### config.mk
export PLATFORM = sky130hd
export DESIGN_NAME = inv_mix_columns_seq
export DESIGN_NICKNAME = d
export VERILOG_FILES = /design/src/rtl/aes_pkg.sv /design/src/rtl/inv_mix_column.sv /design/src/rtl/inv_mix_columns_seq.sv
export SDC_FILE = /design/constraint.sdc
export NUM_CORES = 1
export LEC_CHECK = 0
export ABC_AREA = 1
export BUFFER_PORTS_ARGS = -buffer_cell sky130_fd_sc_hd__buf_2
export CAP_MARGIN = 40
export CORE_MARGIN = 2
export CORE_UTILIZATION = 50
export CTS_BUF_LIST = sky130_fd_sc_hd__clkbuf_16
export DETAILED_ROUTE_END_ITERATION = 10
export PLACE_DENSITY = 0.74
export SLEW_MARGIN = 0
export SYNTH_ARGS = -nofsm -noshare
export SYNTH_HDL_FRONTEND = slang
export SYNTH_SLANG_ARGS = --single-unit
### constraint.sdc
create_clock -name clk -period 3.6 [get_ports clk]
set_input_delay 0.18 -clock clk [delete_from_list [all_inputs] [get_ports clk]]
set_output_delay 0.18 -clock clk [all_outputs]
set_load 0.01 [all_outputs]
### src/rtl/aes_pkg.sv
// Shared AES definitions: state width, reduction constant, FSM encoding
// and the GF(2^8) xtime primitive used by the column datapath.
package aes_pkg;

  localparam int         AES_STATE_W = 128;
  // Low byte of the reduction polynomial x^8+x^4+x^3+x+1 (0x11B).
  localparam logic [7:0] AES_POLY_LO = 8'h1B;

  typedef enum logic [1:0] {
    IDLE = 2'd0,
    BUSY = 2'd1,
    DONE = 2'd2
  } fsm_state_t;

  // Multiply by x in GF(2^8): shift left, fold the carried-out bit back in.
  function automatic logic [7:0] xtime(input logic [7:0] b);
    return {b[6:0], 1'b0} ^ (b[7] ? AES_POLY_LO : 8'h00);
  endfunction

endpackage

### src/rtl/inv_mix_column.sv
// Combinational InvMixColumns for one 32-bit column (row 0 in the MSB byte).
// Each byte's x9/xB/xD/xE multiples come from an xtime chain plus XOR.
module inv_mix_column
  import aes_pkg::*;
(
  input  logic [31:0] col,
  output logic [31:0] res
);

  logic [7:0] m9 [4];
  logic [7:0] mb [4];
  logic [7:0] md [4];
  logic [7:0] me [4];

  for (genvar i = 0; i < 4; i++) begin : g_byte
    logic [7:0] a;
    logic [7:0] x2;
    logic [7:0] x4;
    logic [7:0] x8;

    assign a  = col[31-8*i -: 8];
    assign x2 = xtime(a);
    assign x4 = xtime(x2);
    assign x8 = xtime(x4);

    assign m9[i] = x8 ^ a;
    assign mb[i] = x8 ^ x2 ^ a;
    assign md[i] = x8 ^ x4 ^ a;
    assign me[i] = x8 ^ x4 ^ x2;
  end

  // Circulant rows [0E 0B 0D 09] rotated one position per output byte.
  assign res[31:24] = me[0] ^ mb[1] ^ md[2] ^ m9[3];
  assign res[23:16] = m9[0] ^ me[1] ^ mb[2] ^ md[3];
  assign res[15:8]  = md[0] ^ m9[1] ^ me[2] ^ mb[3];
  assign res[7:0]   = mb[0] ^ md[1] ^ m9[2] ^ me[3];

endmodule

### src/rtl/inv_mix_columns_seq.sv
// Sequential InvMixColumns: accepts a 128-bit state, runs one shared column
// unit over columns 0..3 on four consecutive edges, then holds the result
// under a valid/ready handshake until the consumer takes it.
module inv_mix_columns_seq
  import aes_pkg::*;
(
  input  logic                   clk,
  input  logic                   rst_n,
  input  logic                   in_valid,
  output logic                   in_ready,
  input  logic [AES_STATE_W-1:0] in_state,
  output logic                   out_valid,
  input  logic                   out_ready,
  output logic [AES_STATE_W-1:0] out_state
);

  fsm_state_t             state;
  logic [1:0]             col_cnt;
  logic [AES_STATE_W-1:0] work;
  logic [31:0]            col_in;
  logic [31:0]            col_res;

  // Route the column addressed by the counter into the shared unit.
  always_comb begin
    // NOTE: a default before the case keeps this purely combinational; a missed branch would otherwise infer a latch.
    col_in = 32'h0;
    case (col_cnt)
      2'd0: col_in = work[127:96];
      2'd1: col_in = work[95:64];
      2'd2: col_in = work[63:32];
      2'd3: col_in = work[31:0];
      default: col_in = 32'h0;
    endcase
  end

  inv_mix_column u_inv_mix_column (
    .col (col_in),
    .res (col_res)
  );

  // Control FSM, column counter and in-place column write-back.
  always_ff @(posedge clk or negedge rst_n) begin
    if (!rst_n) begin
      state   <= IDLE;
      col_cnt <= 2'd0;
      // NOTE: the working register is reset too, so an aborted block leaves nothing behind and out_state reads 0.
      work    <= '0;
    end else begin
      // NOTE: non-blocking assignments so every flop here samples pre-edge values.
      case (state)
        IDLE: begin
          if (in_valid) begin
            work    <= in_state;
            col_cnt <= 2'd0;
            state   <= BUSY;
          end
        end
        BUSY: begin
          case (col_cnt)
            2'd0: work[127:96] <= col_res;
            2'd1: work[95:64]  <= col_res;
            2'd2: work[63:32]  <= col_res;
            2'd3: work[31:0]   <= col_res;
            default: work      <= work;
          endcase
          // Wraps 3 -> 0 exactly on the edge that moves to DONE.
          col_cnt <= col_cnt + 2'd1;
          if (col_cnt == 2'd3) begin
            state <= DONE;
          end
        end
        DONE: begin
          if (out_ready) begin
            state <= IDLE;
          end
        end
        default: state <= IDLE;
      endcase
    end
  end

  assign in_ready  = (state == IDLE);
  assign out_valid = (state == DONE);
  // Partial results are visible while BUSY; only the DONE value is meaningful.
  assign out_state = (state == IDLE) ? '0 : work;

endmodule

* Yosys cells after proc, flatten, opt, wreduce, memory -nomap -nowiden
Cells that the tools add are included.
** Operators by class
- Mux-type cells :: 26
- Equality and inequality tests :: 11
- Add/sub/neg operators :: 1
- Reduce and logical (&&, ||, !) cells :: 9
- Bitwise operators :: 48
** Operators by type and width (number)
- 8-bit XOR :: 48
- 128-bit two-way mux :: 2
- 128-bit case mux with 2 select lines :: 1
- 32-bit two-way mux :: 4
- 32-bit case mux with 4 select lines :: 1
- 5-bit two-way mux :: 12
- 3-bit AND reduction :: 5
- 2-bit two-way mux :: 4
- 2-bit by 1-bit != test with 1-bit output (second input constant) :: 4
- 2-bit equality test (second input constant) :: 3
- 2-bit case mux with 3 select lines :: 1
- 2-bit by 1-bit equality test with 1-bit output (second input constant) :: 2
- 2-bit logical NOT :: 2
- 2-bit != test (second input constant) :: 2
- 2-bit case mux with 2 select lines :: 1
- 2-bit by 1-bit adder with 2-bit output (second input constant) :: 1
- 2-bit AND reduction :: 1
- 2-bit nonzero test :: 1
** Storage, ports and cells
- Register bits after elaboration :: 132
- Input port bits :: 132
- Output and inout bits :: 130
- Logic and storage cells :: 101

* Depth between registers and ports, before layout
Gate-level depths: netlist (run 1).
- Depth after elaboration :: 15
- Depth in mapped cells :: 22

* Modules after synthesis
Synthesis (run 1) repeated with hierarchy kept, for this count alone.
** Second synthesis, totals
- Cell total of the unflattened synthesis :: 2086
- Area total of the unflattened synthesis :: 12051.6 µm²
** Modules (own cells, without submodules)
- inv_mix_columns_seq :: cells each 1365, times used 1, area an instance 8205.4 µm², sequential area each 3303.2 µm²
- inv_mix_column :: cells each 721, times used 1, area an instance 3846.2 µm², sequential area each 0.0 µm²

* Worst setup path after synthesis (run 1)
OpenSTA, ideal clock, no wires.
- Kind :: reg2reg
- Start :: reg col_cnt[0]
- End :: reg work[103]
- Setup slack :: 1130 ps
- Clock period less this slack :: 2470 ps
- Cell stages (with the launch flop) :: 17
- Data arrival time :: 2344 ps
- Required time :: 3474 ps
- Cells stage by stage :: dfrtp_1 > inv_1 > ha_1 > buf_6 > inv_8 > buf_8 > buf_6 > o21ai_2 > o21bai_2 > nand2_1 > nand2_2 > xor2_1 > or2_2 > nand2_1 > nand2_1 > nand3_1 > a21oi_1
** Between the ends
- Longest elaborated chain between the ends :: 12
** RTL lines
- start: declaration :: RTL line inv_mix_columns_seq.sv:18 : logic [1:0] col_cnt;
- start signal: assignment :: RTL line inv_mix_columns_seq.sv:67 : col_cnt <= col_cnt + 2'd1;
- 2-bit equality test, or another cell as far along :: RTL line inv_mix_columns_seq.sv:27 : case (col_cnt)
- 32-bit case mux with 4 select lines :: RTL line inv_mix_columns_seq.sv:27
- 8-bit XOR (3 in series) :: RTL line aes_pkg.sv:17 : return {b[6:0], 1'b0} ^ (b[7] ? AES_POLY_LO : 8'h00);
- 8-bit XOR (on tied branches) (2 in series) :: RTL line inv_mix_column.sv:27, inv_mix_column.sv:28
- 8-bit XOR (3 in series) :: RTL line inv_mix_column.sv:36 : assign res[7:0] = mb[0] ^ md[1] ^ m9[2] ^ me[3];
- 32-bit two-way mux :: RTL line inv_mix_columns_seq.sv:59 : case (col_cnt)
- 128-bit case mux with 2 select lines :: RTL line inv_mix_columns_seq.sv:50 : case (state)
- end signal: assignment :: RTL line inv_mix_columns_seq.sv:53 : work <= in_state;
- end signal: assignment :: RTL line inv_mix_columns_seq.sv:60 : 2'd0: work[127:96] <= col_res;
- end signal: assignment :: RTL line inv_mix_columns_seq.sv:64 : default: work <= work;
- end: declaration :: RTL line inv_mix_columns_seq.sv:19 : logic [AES_STATE_W-1:0] work;
Several ways; a longest one is shown, not always the timed one. The select of a mux whose other input is x is not followed.
A chain may end at the register's enable or synchronous reset.

* Worst setup path after layout (run 1)
- Start :: reg col_cnt[0]
- End :: reg work[17]
** Between the ends
- Longest elaborated chain between the ends :: 13
** RTL lines
- 2-bit equality test, or another cell as far along :: RTL line inv_mix_columns_seq.sv:27, inv_mix_columns_seq.sv:59
- 32-bit case mux with 4 select lines :: RTL line inv_mix_columns_seq.sv:27
- 8-bit XOR :: RTL line aes_pkg.sv:17
- 5-bit two-way mux or 8-bit XOR (tied branches) :: RTL line aes_pkg.sv:17
- 8-bit XOR or 5-bit two-way mux (tied branches) :: RTL line aes_pkg.sv:17
- 8-bit XOR :: RTL line aes_pkg.sv:17
- 8-bit XOR (2 in series) :: RTL line inv_mix_column.sv:29 : assign me[i] = x8 ^ x4 ^ x2;
- 8-bit XOR (3 in series) :: RTL line inv_mix_column.sv:34 : assign res[23:16] = m9[0] ^ me[1] ^ mb[2] ^ md[3];
- 32-bit two-way mux :: RTL line inv_mix_columns_seq.sv:59
- 128-bit case mux with 2 select lines :: RTL line inv_mix_columns_seq.sv:50
- end signal: assignment :: RTL line inv_mix_columns_seq.sv:53
- end signal: assignment :: RTL line inv_mix_columns_seq.sv:63 : 2'd3: work[31:0] <= col_res;
- end signal: assignment :: RTL line inv_mix_columns_seq.sv:64
Several ways; a longest one is shown, not always the timed one. The select of a mux whose other input is x is not followed.

==> results of run 1 <==
[cell type report]
| cell class | count | share of cell area (%) |
|---|---|---|
| multi-input combinational | 1606 | 51.0 |
| sequential | 132 | 21.9 |
| timing repair buffer | 370 | 14.9 |
| inverter | 225 | 5.64 |
| clock buffer | 17 | 2.82 |
| tap | 324 | 2.68 |
| clock inverter | 15 | 1.07 |
[worst register-to-register path: stages (launching register included)]
cell,delay [ps]
dfrtp_1,420
inv_1,110
ha_2,280
buf_12,200
nand2_1,80
nand2_1,180
nor2_1,80
nor2_2,230
buf_4,220
nand2_1,60
nand2_1,200
nand2_1,100
nand2_2,170
nand2_1,90
nand2_2,150
inv_1,90
nand2_1,130
nand2_1,70
nand3_1,60
nand3_1,180
a22oi_1,240
[layout by cell type, fill, tap and decap left out, types with 4 or more instances in the layout]
master     count
a21oi_1      197
a22oi_1       24
buf_12         8
buf_2        260
buf_4         99
clkbuf_16     17
dfrtp_1      132
inv_1        219
inv_8          7
nand2_1      731
nand2_2       30
nand3_1      117
nand3_2       13
nand3b_1       8
nor2_1       295
nor2_2        14
nor2_4         4
o21ai_0        6
o21ai_1       11
o21ai_2        8
o21bai_2      15
o21bai_4       6
xnor2_1       24
xor2_1        72
[sequential cells by signal, summed over array words and instances, names as in the netlist]
name	count
state	2
work	128
col_cnt	2
[stage by stage]
stage	cell area, um2	util, %	instances	setup WS (ps)	hold slack (ps)
2_1_floorplan	12200	-	2038	1130	-116
3_3_place_gp	14500	59.8	2654	158	334
3_5_place_dp	14500	59.9	2655	146	-21.0
4_1_cts	15100	62.4	2689	116	11.4
5_1_grt	15100	62.5	2689	27.1	34.2
6_report	15100	62.5	2689	192	14.7
[routing by layer]
metal,wire [um],global-route usage (%),vias to the layer above
li1,-,-,6956
met1,20900,54.9,6967
met2,24700,65.9,1020
met3,6130,8.50,150
met4,2480,17.9,0
met5,0,0,-
[path summary, 6_finish.rpt]
check / start / endpoint / slack, ps
setup / recovery: col_cnt[0]$_DFFE_PN0P_ / work[17]$_DFFE_PN0P_ / 190
hold / removal: in_state[96] / work[96]$_DFFE_PN0P_ / 10
setup reg to reg: col_cnt[0]$_DFFE_PN0P_ / work[17]$_DFFE_PN0P_ / 190
hold reg to reg: work[113]$_DFFE_PN0P_ / work[113]$_DFFE_PN0P_ / 510
max in group asynchronous: rst_n / work[68]$_DFFE_PN0P_ / 2610
min in group asynchronous: rst_n / work[4]$_DFFE_PN0P_ / 80
[kinds of logic (layout without fill, tap and decap cells)]
| logic type | count (synthesis) | after routing | share of synthesized area, % |
|---|---|---|---|
| AND/OR/NAND/NOR | 1218 | 1218 | 40.7 |
| AO/OA/AOI/OAI | 285 | 285 | 14.4 |
| XOR/XNOR | 99 | 99 | 7.27 |
| adder cells (fa/ha/maj) | 4 | 4 | 0.409 |
| flip-flops | 132 | 132 | 27.0 |
| buffers and inverters | 300 | 627 | 10.3 |
[repair_timing]
action / 4_1_cts / 5_1_grt
setup endpoints to repair: 0 / 36
resized for setup: 0 / 4
buffers inserted: 0 / 0
endpoints found under the hold margin: 65 / 0
hold buffers: 2 / 0
==> flow_summary.html, run 1 <==
<table>
<tr><th>Metric</th><th>Value</th></tr>
<tr><th colspan="2">Status</th></tr>
<tr><td>Run status</td><td>complete, no violations</td></tr>
<tr><th colspan="2">Yosys</th></tr>
<tr><td>Dominant cell type by area after synthesis</td><td>dfrtp_1</td></tr>
<tr><td>Cell with the most instances after synthesis</td><td>nand2_1</td></tr>
<tr><td>Synthesized area divided by synthesized cell count</td><td>about 6 um2</td></tr>
<tr><td>Post-synth top flop</td><td>dfrtp_1</td></tr>
<tr><td>Mapped Area</td><td>about 12,000 um2</td></tr>
<tr><td>Number of flops mapped to enable cells by yosys</td><td>0</td></tr>
<tr><td>Flops &amp; latches, synth</td><td>132</td></tr>
<tr><td>Yosys warning count</td><td>0</td></tr>
<tr><td>Post-synthesis net count</td><td>2,174</td></tr>
<tr><td>Leading cell types by total area after synthesis</td><td>dfrtp_1 27%, nand2_1 22%, nor2_1 9.1%, a21oi_1 8.1%, inv_1 6.7%</td></tr>
<tr><td>Share of synthesized area occupied by flip-flops and latches</td><td>27.0%</td></tr>
<tr><td>Count of mapped cells out of synthesis</td><td>2,038</td></tr>
<tr><td>Ranking of synthesized cells by instance count</td><td>732 x nand2_1, 297 x nor2_1, 220 x inv_1, 197 x a21oi_1, 132 x dfrtp_1</td></tr>
<tr><td>Area share of the leading cell type in the synthesized netlist</td><td>between 20 and 30%</td></tr>
<tr><td>Synth unique cells</td><td>46</td></tr>
<tr><td>Fraction of registers with async set/reset</td><td>100%</td></tr>
<tr><th colspan="2">CTS</th></tr>
<tr><td>Clock transition time at the flip-flop clock pins of the worst setup and hold paths</td><td>70 ps</td></tr>
<tr><td>CTS tree</td><td>done</td></tr>
<tr><td>TritonCTS Sinks</td><td>132</td></tr>
<tr><td>Longest Clk Path Bufs</td><td>2</td></tr>
<tr><td>Inserted Clock Buffers</td><td>17</td></tr>
<tr><td>Buffer cell driving the clock tree root</td><td>clkbuf_16</td></tr>
<tr><td>Maximum level of the CTS H-tree</td><td>4</td></tr>
<tr><td>Clock insertion delay at the later pin of the skew report</td><td>440 ps</td></tr>
<tr><th colspan="2">Floorplan</th></tr>
<tr><td>Initial Util</td><td>between 50% and 60%</td></tr>
<tr><td>Die Footprint</td><td>around 26,000 um2</td></tr>
<tr><td>Std-Cell Core Area</td><td>24,200 um2</td></tr>
<tr><td>Count of standard-cell rows</td><td>57</td></tr>
<tr><td>Total I/O pin count</td><td>262</td></tr>
<tr><td>Chip Width</td><td>between 150 and 200 um</td></tr>
<tr><td>Height of the die</td><td>160 um</td></tr>
<tr><th colspan="2">Setup path</th></tr>
<tr><td>Data required, critical path</td><td>approximately 4000 ps</td></tr>
<tr><td>Crit path cell chain</td><td>inv_1, ha_2, buf_12, nand2_1, nand2_1, nor2_1, nor2_2, buf_4, nand2_1, nand2_1, nand2_1, nand2_2, nand2_1, nand2_2, inv_1, nand2_1, nand2_1, nand3_1, nand3_1, a22oi_1</td></tr>
<tr><td>Max FO, Critical Path</td><td>23</td></tr>
<tr><td>Kind of critical path</td><td>reg -&gt; reg</td></tr>
<tr><td>Slowest library cell on the worst path</td><td>dfrtp_1</td></tr>
<tr><td>Type of element launching the critical path</td><td>register</td></tr>
<tr><td>Depth of the critical timing path with buffers and inverters included</td><td>20</td></tr>
<tr><td>Endpoint kind of the worst setup timing path</td><td>register</td></tr>
<tr><td>Worst path buffer plus inverter count</td><td>4</td></tr>
<tr><td>Cell family with the largest share of critical-path delay</td><td>simple AND/OR/NAND/NOR gates</td></tr>
<tr><td>Most frequent cell on the critical path</td><td>nand2_1</td></tr>
<tr><td>Slowest Stage Delay on Critical Path</td><td>about 420 ps</td></tr>
<tr><td>Data arrival at the endpoint of the critical path</td><td>3750 ps</td></tr>
<tr><td>Worst R2R Path Depth</td><td>20</td></tr>
<tr><th colspan="2">STA</th></tr>
<tr><td>Max-slew headroom at the worst pin</td><td>between 40% and 50%</td></tr>
<tr><td>Final critical delay including setup and external delays</td><td>3410 ps</td></tr>
<tr><td>Final period utilization</td><td>94.7%</td></tr>
<tr><td>Endpoints failing setup</td><td>0</td></tr>
<tr><td>Final hold violation count</td><td>0</td></tr>
<tr><td>Worst-margin pin slew</td><td>around 900 ps</td></tr>
<tr><td>Clock skew after layout</td><td>between 15 and 20 ps</td></tr>
<tr><td>RSZ-0062 raised after global routing</td><td>no</td></tr>
<tr><td>Maximum clock frequency</td><td>about 0.29 GHz</td></tr>
<tr><td>Final-layout setup total negative slack</td><td>0 ps</td></tr>
<tr><td>Pins Over Slew Limit</td><td>0</td></tr>
<tr><th colspan="2">Routing</th></tr>
<tr><td>Initial DRC count</td><td>1,755</td></tr>
<tr><td>Post-detailed-routing wire length</td><td>54,200 um</td></tr>
<tr><td>Vias per cell</td><td>between 5 and 6</td></tr>
<tr><td>Count of vias placed by the detailed router</td><td>15.1k</td></tr>
<tr><td>Residual DRC count</td><td>0</td></tr>
<tr><td>Drt wl/cell</td><td>20.2 um</td></tr>
<tr><td>Number of detailed-routing iterations run before antenna repair</td><td>7</td></tr>
<tr><td>Antenna Violating Nets Remaining</td><td>0</td></tr>
<tr><th colspan="2">Global route</th></tr>
<tr><td>Antenna violations before repair</td><td>0</td></tr>
<tr><td>Number of global-route vias before repair</td><td>between 10k and 15k</td></tr>
<tr><td>Wire length of the first global-routing pass</td><td>approximately 81,000 um</td></tr>
<tr><td>GR Util All Layers</td><td>41.5%</td></tr>
<tr><td>Maximum number of pins on one net before global-route repair</td><td>86</td></tr>
<tr><td>Global route total overflow</td><td>0</td></tr>
<tr><th colspan="2">Layout</th></tr>
<tr><td>Area taken by flip-flops and latches</td><td>between 3000 and 4000 um2</td></tr>
<tr><td>Share of cells above drive strength 1</td><td>21.4%</td></tr>
<tr><td>Area added between synthesis and finish</td><td>23.5%</td></tr>
<tr><td>Area occupied by multi-input gates</td><td>about 7700 um2</td></tr>
<tr><td>Fill cell total of the finished layout</td><td>approximately 2.3k</td></tr>
<tr><td>Final layout net count</td><td>2,488</td></tr>
<tr><td>ANT cells</td><td>0</td></tr>
<tr><th colspan="2">Place</th></tr>
<tr><td>Total half-perimeter wirelength after legalization and detailed placement</td><td>42,500 um</td></tr>
<tr><td>Buffers on Ports</td><td>between 200 and 300</td></tr>
<tr><td>Final RePlAce weighted congestion</td><td>about 1.0</td></tr>
<tr><th colspan="2">Job</th></tr>
<tr><td>Max-capacitance violation count</td><td>0</td></tr>
<tr><th colspan="2">Min path</th></tr>
<tr><td>Hold/Removal Path Class</td><td>in -&gt; reg</td></tr>
<tr><td>Number of cells on the worst hold path</td><td>3</td></tr>
</table>
Power of run 1 is left out: the tool's default activity adds up to more than one toggle a clock period on the data nets, which glitch-free logic cannot reach.
==> run 2: changes to the inputs <==
Settings changed: SETUP_SLACK_MARGIN from default to 0.3.
==> flow_summary.html, run 2 (synthesis results as in run 1) <==
<table>
<tr><th>Metric</th><th>Value</th></tr>
<tr><th colspan="2">Status</th></tr>
<tr><td>Run status</td><td>complete, no violations</td></tr>
<tr><th colspan="2">Setup path</th></tr>
<tr><td>Worst path buffer plus inverter count</td><td>3</td></tr>
<tr><td>Type of element launching the critical path</td><td>register</td></tr>
<tr><td>Slowest Stage Delay on Critical Path</td><td>about 450 ps</td></tr>
<tr><td>Slowest library cell on the worst path</td><td>dfrtp_2</td></tr>
<tr><td>Data arrival at the endpoint of the critical path</td><td>3520 ps</td></tr>
<tr><td>Kind of critical path</td><td>reg -&gt; reg</td></tr>
<tr><td>Crit path cell chain</td><td>inv_2, ha_4, buf_12, nand2_1, nand2_1, nor2_1, nor2_4, nand2_1, nand2_1, buf_4, nand3b_1, nand2_2, xor2_1, or2_1, nand2_1, a21oi_1</td></tr>
<tr><td>Max FO, Critical Path</td><td>23</td></tr>
<tr><td>Cell family with the largest share of critical-path delay</td><td>simple AND/OR/NAND/NOR gates</td></tr>
<tr><td>Endpoint kind of the worst setup timing path</td><td>register</td></tr>
<tr><td>Most frequent cell on the critical path</td><td>nand2_1</td></tr>
<tr><td>Data required, critical path</td><td>3900 ps</td></tr>
<tr><th colspan="2">CTS</th></tr>
<tr><td>Clock transition time at the flip-flop clock pins of the worst setup and hold paths</td><td>around 70 ps</td></tr>
<tr><td>Buffer cell driving the clock tree root</td><td>clkbuf_16</td></tr>
<tr><td>Clock insertion delay at the later pin of the skew report</td><td>440 ps</td></tr>
<tr><td>Inserted Clock Buffers</td><td>17</td></tr>
<tr><td>Maximum level of the CTS H-tree</td><td>4</td></tr>
<tr><td>CTS tree</td><td>done</td></tr>
<tr><td>Longest Clk Path Bufs</td><td>2</td></tr>
<tr><td>TritonCTS Sinks</td><td>between 100 and 150</td></tr>
<tr><th colspan="2">Floorplan</th></tr>
<tr><td>Initial Util</td><td>50.6%</td></tr>
<tr><td>Chip Width</td><td>160 um</td></tr>
<tr><td>Die Footprint</td><td>25,700 um2</td></tr>
<tr><td>Height of the die</td><td>about 160 um</td></tr>
<tr><td>Std-Cell Core Area</td><td>about 24,000 um2</td></tr>
<tr><td>Count of standard-cell rows</td><td>57</td></tr>
<tr><td>Total I/O pin count</td><td>approximately 260</td></tr>
<tr><th colspan="2">Routing</th></tr>
<tr><td>Drt wl/cell</td><td>20.3 um</td></tr>
<tr><td>Antenna Violating Nets Remaining</td><td>0</td></tr>
<tr><td>Initial DRC count</td><td>1,834</td></tr>
<tr><td>Post-detailed-routing wire length</td><td>54,800 um</td></tr>
<tr><td>Count of vias placed by the detailed router</td><td>approximately 15k</td></tr>
<tr><td>Vias per cell</td><td>5.67</td></tr>
<tr><td>Residual DRC count</td><td>0</td></tr>
<tr><td>Number of detailed-routing iterations run before antenna repair</td><td>6</td></tr>
<tr><th colspan="2">Global route</th></tr>
<tr><td>Wire length of the first global-routing pass</td><td>~80,000 um</td></tr>
<tr><td>Antenna violations before repair</td><td>0</td></tr>
<tr><td>Maximum number of pins on one net before global-route repair</td><td>86</td></tr>
<tr><td>GR Util All Layers</td><td>41.5%</td></tr>
<tr><td>Number of global-route vias before repair</td><td>14.0k</td></tr>
<tr><td>Global route total overflow</td><td>0</td></tr>
<tr><th colspan="2">STA</th></tr>
<tr><td>Final period utilization</td><td>between 80% and 90%</td></tr>
<tr><td>Final critical delay including setup and external delays</td><td>3220 ps</td></tr>
<tr><td>Final-layout setup total negative slack</td><td>0 ps</td></tr>
<tr><td>Clock skew after layout</td><td>~16 ps</td></tr>
<tr><td>Pins Over Slew Limit</td><td>0</td></tr>
<tr><td>Worst-margin pin slew</td><td>around 900 ps</td></tr>
<tr><td>Max-slew headroom at the worst pin</td><td>about 40%</td></tr>
<tr><td>RSZ-0062 raised after global routing</td><td>no</td></tr>
<tr><td>Final hold violation count</td><td>0</td></tr>
<tr><td>Least setup slack across all paths after layout</td><td>382 ps</td></tr>
<tr><td>Endpoints failing setup</td><td>0</td></tr>
<tr><td>Maximum clock frequency</td><td>slightly above 0.3 GHz</td></tr>
<tr><th colspan="2">Place</th></tr>
<tr><td>Total half-perimeter wirelength after legalization and detailed placement</td><td>42,500 um</td></tr>
<tr><td>Setup WS pre-CTS</td><td>146 ps</td></tr>
<tr><td>Final RePlAce weighted congestion</td><td>1.03</td></tr>
<tr><td>Buffers on Ports</td><td>261</td></tr>
<tr><th colspan="2">Layout</th></tr>
<tr><td>Area added between synthesis and finish</td><td>25.8%</td></tr>
<tr><td>Largest reg by FF count</td><td>work</td></tr>
<tr><td>Final layout net count</td><td>2,496</td></tr>
<tr><td>Flip-flop count of the largest register after layout</td><td>roughly 130</td></tr>
<tr><td>Registers with the most flip-flops</td><td>work x128, col_cnt x2, state x2</td></tr>
<tr><td>Share of cells above drive strength 1</td><td>23.0%</td></tr>
<tr><td>Fill cell total of the finished layout</td><td>~2.3k</td></tr>
<tr><td>ANT cells</td><td>0</td></tr>
<tr><td>Most frequent cells in the layout</td><td>724 x nand2_1, 287 x nor2_1, 260 x buf_2, 217 x inv_1, 196 x a21oi_1</td></tr>
<tr><td>Most common library cell in the layout ignoring fill and taps</td><td>nand2_1</td></tr>
<tr><th colspan="2">Job</th></tr>
<tr><td>Max-capacitance violation count</td><td>0</td></tr>
<tr><th colspan="2">Min path</th></tr>
<tr><td>Hold/Removal Path Class</td><td>in -&gt; reg</td></tr>
</table>
==> run 2: cell types whose count changed in the layout (fill, tap and decap cells not counted), moves of 3 or more <==
cell      before  now
nand2_2       30   34
nand3_2       13   16
nand3_1      117  114
nor2_1       295  287
nand2_4        1    4
o21bai_2      15   11
nand2_1      731  724
buf_4         99  105
ha_4           0    3
o21bai_4       6   10
nor2_4         4   11
==> run 2: timing repair <==
| item | in CTS | in global routing |
|---|---|---|
| hold buffers | 2 | 0 |
| resized for setup | 5 | 49 |
| setup endpoints to repair | 39 | 109 |
| pin swaps | 1 | 5 |
| endpoints found under the hold margin | 65 | 0 |
| setup buffers | 1 | 7 |
==> run 2: layout make-up <==
class	count	area, um2	share of cell area [%]
timing repair buffer	378	2330	15.1
sequential	132	3300	21.5
clock inverter	15	161	1.05
multi-input combinational	1606	7920	51.4
tap	324	405	2.63
clock buffer	17	425	2.76
inverter	225	852	5.53
==> run 2: stage by stage <==
stage / utilization (%) / area, um2 / cells / hold slack [ps]
global placement: 59.8 / 14500 / 2654 / 334
detailed placement: 59.9 / 14500 / 2655 / -21.0
floorplan: - / 12200 / 2038 / -116
finish: 63.7 / 15400 / 2697 / 11.8
global route: 63.7 / 15400 / 2697 / 34.0
CTS: 62.6 / 15100 / 2690 / 11.4
==> run 2: path summary, 6_finish.rpt <==
check                                        from               endpoint  slack (ps)  cells past startpoint
max in group asynchronous                   rst_n   work[68]$_DFFE_PN0P_        2620                      4
min reg2reg                 work[113]$_DFFE_PN0P_  work[113]$_DFFE_PN0P_         510                      2
min                                  in_state[96]   work[96]$_DFFE_PN0P_          10                      3
min in group asynchronous                   rst_n    work[4]$_DFFE_PN0P_          80                      2
max                        col_cnt[0]$_DFFE_PN0P_   work[89]$_DFFE_PN0P_         380                     16
max reg2reg                col_cnt[0]$_DFFE_PN0P_   work[89]$_DFFE_PN0P_         380                     16
==> run 2: worst min-delay path, stage by stage <==
cell and delay, ps:
buf_2 100, nand2_1 50, a31oi_1 80
==> run 2: metal layers <==
metal	track usage, %	share of wire, %	vias up
met3	8.42	11	164
met2	66.1	45	1045
li1	-	-	6979
met1	55.1	39	7107
met4	17.5	4.8	0
met5	0	0	-
Power of run 2 is left out for the same reason.
